===== src/rtl/gcd_job_sequencer.sv =====
// GCD job sequencer: accepts operand pairs, drives the GCD engine's start/data_in
// handshake, waits for done under a watchdog and returns the result on a valid/ready port.
module gcd_job_sequencer #(
  parameter int unsigned WIDTH   = 16,
  parameter int unsigned TIMEOUT = 70000,
  parameter int unsigned TO_W    = 17
) (
  input  logic             clk,
  input  logic             rst,
  input  logic             in_valid,
  output logic             in_ready,
  input  logic [WIDTH-1:0] in_a,
  input  logic [WIDTH-1:0] in_b,
  output logic             out_valid,
  input  logic             out_ready,
  output logic [WIDTH-1:0] out_gcd,
  output logic [1:0]       out_err,
  output logic             gcd_start,
  output logic [WIDTH-1:0] gcd_data,
  input  logic             gcd_done,
  input  logic [WIDTH-1:0] gcd_result,
  output logic             busy
);

  typedef enum logic [2:0] {
    StIdle, StStart, StLoadA, StLoadB, StWait, StDrain, StResp
  } state_e;

  localparam logic [1:0] ErrOk      = 2'd0;
  localparam logic [1:0] ErrZero    = 2'd1;
  localparam logic [1:0] ErrTimeout = 2'd2;

  localparam logic [TO_W-1:0] WdLimit = TO_W'(TIMEOUT - 1);

  state_e            state_q, state_d;
  logic [WIDTH-1:0]  a_q, a_d, b_q, b_d;
  logic [WIDTH-1:0]  gcd_q, gcd_d;
  logic [1:0]        err_q, err_d;
  logic [TO_W-1:0]   wd_q, wd_d;
  // Drain bookkeeping: the timeout result was taken / the late engine done was seen.
  logic              consumed_q, consumed_d;
  logic              seen_q, seen_d;

  // State and datapath registers with synchronous reset.
  always_ff @(posedge clk) begin
    if (rst) begin
      state_q    <= StIdle;
      a_q        <= '0;
      b_q        <= '0;
      gcd_q      <= '0;
      err_q      <= ErrOk;
      wd_q       <= '0;
      consumed_q <= 1'b0;
      seen_q     <= 1'b0;
    end else begin
      state_q    <= state_d;
      a_q        <= a_d;
      b_q        <= b_d;
      gcd_q      <= gcd_d;
      err_q      <= err_d;
      wd_q       <= wd_d;
      consumed_q <= consumed_d;
      seen_q     <= seen_d;
    end
  end

  // Next-state and register updates.
  always_comb begin
    state_d    = state_q;
    a_d        = a_q;
    b_d        = b_q;
    gcd_d      = gcd_q;
    err_d      = err_q;
    wd_d       = wd_q;
    consumed_d = consumed_q;
    seen_d     = seen_q;
    unique case (state_q)
      StIdle: begin
        if (in_valid) begin
          a_d = in_a;
          b_d = in_b;
          // A zero operand would spin forever in the subtract loop; answer directly.
          if (in_a == '0 || in_b == '0) begin
            gcd_d   = '0;
            err_d   = ErrZero;
            state_d = StResp;
          end else begin
            state_d = StStart;
          end
        end
      end
      StStart: begin
        wd_d    = '0;
        state_d = StLoadA;
      end
      StLoadA: state_d = StLoadB;
      StLoadB: state_d = StWait;
      StWait: begin
        wd_d = wd_q + TO_W'(1);
        if (gcd_done) begin
          gcd_d   = gcd_result;
          err_d   = ErrOk;
          state_d = StResp;
        end else if (wd_q == WdLimit) begin
          gcd_d      = '0;
          err_d      = ErrTimeout;
          consumed_d = 1'b0;
          seen_d     = 1'b0;
          state_d    = StDrain;
        end
      end
      StDrain: begin
        if (out_ready) consumed_d = 1'b1;
        if (gcd_done)  seen_d     = 1'b1;
        // Engine must be back in idle before the next start can be issued.
        if ((consumed_q || out_ready) && (seen_q || gcd_done)) state_d = StIdle;
      end
      StResp: begin
        if (out_ready) state_d = StIdle;
      end
      default: state_d = StIdle;
    endcase
  end

  // Outputs decoded from state and registers only (in_ready is the sole handshake path).
  always_comb begin
    in_ready  = (state_q == StIdle);
    busy      = (state_q != StIdle);
    gcd_start = (state_q == StStart);
    out_valid = (state_q == StResp) || ((state_q == StDrain) && !consumed_q);
    out_gcd   = gcd_q;
    out_err   = err_q;
    gcd_data  = '0;
    unique case (state_q)
      StStart, StLoadA: gcd_data = a_q;
      StLoadB, StWait:  gcd_data = b_q;
      default:          gcd_data = '0;
    endcase
  end

endmodule


===== config.mk =====
export PLATFORM = sky130hd
export DESIGN_NAME = gcd_job_sequencer
export DESIGN_NICKNAME = d
export VERILOG_FILES = /design/src/rtl/gcd_job_sequencer.sv
export SDC_FILE = /design/constraint.sdc
export NUM_CORES = 1
export LEC_CHECK = 0
export BUFFER_PORTS_ARGS = -buffer_cell sky130_fd_sc_hd__buf_2
export CORE_ASPECT_RATIO = 0.75
export CORE_MARGIN = 2
export CORE_UTILIZATION = 50
export CTS_CLUSTER_DIAMETER = 50
export DETAILED_ROUTE_END_ITERATION = 10
export PLACE_DENSITY_LB_ADDON = 0.3
export REMOVE_ABC_BUFFERS = 1
export SKIP_LAST_GASP = 1
export SLEW_MARGIN = 15
export SYNTH_ARGS = -nofsm -noshare
export SYNTH_HDL_FRONTEND = slang
export SYNTH_SLANG_ARGS = --single-unit

===== constraint.sdc =====
create_clock -name clk -period 5.4 [get_ports clk]
set_clock_uncertainty 0.05 [all_clocks]
set_input_delay 1.08 -clock clk [delete_from_list [all_inputs] [get_ports clk]]
set_output_delay 1.08 -clock clk [all_outputs]
set_load 0.02 [all_outputs]

==> out/results.ini <==
[outcome]
status=finished clean

[timing]
drv_slew=0
max_freq_mhz=305.2
post-route-period-util_pct=60.68
period_minus_slack_ns=3.277
setup_viol=0
rsz0062_at_grt=no
finalHoldViolations=0
hold_ws_ns=0.4076
relSlewSlack_pct=26.86
fin_ws_ns=2.123
setup_tns_ns=0
worst_pin_slew_ns=1.097

[grt]
antenna_found_initial=0
grt_util_all_layers_pct=22.18
grt_util_met3_pct=5.992
gr-total-overflow=0
grt_max_degree=44
first_global_vias=2665
use_met2_pct=34.95
grt_pass1_wl_um=12260
grt_most_used_layer=met2
grtUsageMet1_pct=30.48

[die]
core_sq_mm=0.006225
start_util_pct=51.30
die-area_sq_mm=0.007048
num_rows=25
die_h_um=73.21
die_x_um=96.28
io_pins=91

[clocking]
post_cts_buffers=0
cts_hold_buf=0
cts_buffers=9
cts_buffer_depth=2
clock_latency_ns=0.33
clk_pin_slew_ns=0.08
cts_tree=done
clock_sinks=72
cts-htree-levels=3
cts_resized=0
cts_root_buf=clkbuf_8

[setup_path]
critical_path_peak_fanout=16
cp-end-kind=output port
crit_type=flip-flop to output port
cp_num_buf_inv=1
startpoint_type=flip-flop
cp_slowest_cell=dfxtp_1
crit_family=flip-flops
crit_required_ns=4.27
cp_slowest_stage_delay_ns=0.65
path_cells=nor2b_1 > o21ba_2 > a22o_1 > buf_2
critical_path_arrival_ns=2.15

[yosys]
yosys.area_share.simple_pct=24.18
ys.flop_type=dfxtp_1
yosysTopAreaCell=dfxtp_1
yosys.area_share.adder_pct=0.3918
ys_types=47
synth-async-reset-ratio_pct=0
synth_area_sq_mm=0.003193
synth_top_family_by_area=simple AND/OR/NAND/NOR gates
yosysTopAreaCellShare_pct=45.14
synth_edf_count=0
synth_seq_cells=72
synth_area_leaders=dfxtp_1 45%, nand2_1 9.3%, a22o_1 7.4%
synthMuxAreaShare_pct=2.469
synth-compound-area-share_pct=22.84
synthTopCellsByCount=79 x nand2_1, 72 x dfxtp_1, 46 x a21oi_1, 27 x a22o_1, 24 x nor2_1
synthXorXnorAreaFrac_pct=0
avgSynthCellArea_sq_um=8.447
seq_area_frac_synth_pct=45.14
yosysWarnings=0
synthMostInstantiatedCell=nand2_1
synth_cells=378

[placed_design]
placed_area_sq_mm=0.003625
dp_hpwl_um=5486
port_buffers=90
place_congestion=0.8371
place_ws_ns=2.507
dp_cells=525

[pwr]
peakVddDrop_mv=0.2193
power_mw=1.702
p_leak_nw=1.582
power_density_mw_per_mm2=444.4

[cells_and_area]
layout.nets=509
insertedDiodeCount=0
fin_area_sq_mm=0.003830
synthToLayoutAreaGrowth_pct=19.95
layoutNonFillerInstCount=541
drive_above_1_share_pct=28.26
fin_util_pct=61.53

[routing]
wl_per_cell_um=14.14
ant_nets=0
via_per_inst=5.603
vias=3031
wirelength_um=7648
drt_iter0_drc=168
drt_pass1_iterations=5
drc_errors=0

[job]
drv_cap=0

[hold_path]
hold_path_class=flip-flop to flip-flop

## worst min-delay path: stages (launching register included)
cell     delay [ns]
dfxtp_1        0.31
nand2_1        0.05
a21oi_1        0.05
## worst paths after layout
path	from	to	slack, ns	cells after the start
max reg2reg	state_q[2]$_SDFFE_PP0P_	wd_q[8]$_SDFFE_PP0P_	2.96	5
max	state_q[0]$_SDFFE_PP0P_	gcd_data[2]	2.12	4
min	b_q[1]$_SDFFE_PP0P_	b_q[1]$_SDFFE_PP0P_	0.41	2
min reg2reg	b_q[1]$_SDFFE_PP0P_	b_q[1]$_SDFFE_PP0P_	0.41	2
## area by class of cell
| type | instances | area (sq um) |
|---|---|---|
| timing repair buffer | 92 | 465.4 |
| tap | 81 | 101.3 |
| sequential | 72 | 1441 |
| multi-input combinational | 275 | 1598 |
| clock buffer | 10 | 137.6 |
| inverter | 5 | 18.77 |
| fill | 571 | 2395 |
| clock inverter | 6 | 67.56 |
## sequential cells by signal (all words and copies together), names as in the netlist
register	count
out_err	2
a_q	16
out_gcd	16
state_q	3
b_q	16
wd_q	17
seen_q	1
consumed_q	1
## cell usage in the layout (no fill, tap or decap), types with 3 or more instances in the layout
master,count
a211oi_1,3
and3_1,4
nand2b_1,4
or3_1,4
dfxtp_1,72
nor4_1,9
a21oi_1,46
clkbuf_8,10
nand2_1,79
nand4_1,8
o21ai_0,7
a22o_1,27
nor2_1,24
a22o_2,5
inv_1,5
nand3_1,10
mux2_2,7
buf_2,90
## per-layer routing
layer | up-vias | share of wire [%]
met3 | 3 | 7.2
met5 | - | 0
met2 | 99 | 45
met4 | 0 | 0.21
li1 | 1511 | -
met1 | 1418 | 48
## power by group
part / leakage [nW] / switching [mW] / internal [mW] / total, mW
combinational: 0.898 / 0.387 / 0.197 / 0.584
clock: 0.0989 / 0.202 / 0.227 / 0.429
sequential: 0.585 / 0.0787 / 0.610 / 0.689
total: 1.58 / 0.668 / 1.03 / 1.70
## cells by family (layout without fill, tap and decap cells)
family	Yosys count	count (layout)
flip-flops	72	72
AND/OR/NAND/NOR	161	161
buffers and inverters	31	113
AO/OA/AOI/OAI	106	106
multiplexers	7	7
adder cells (fa/ha/maj)	1	1
(Power assumes the default switching activity.)
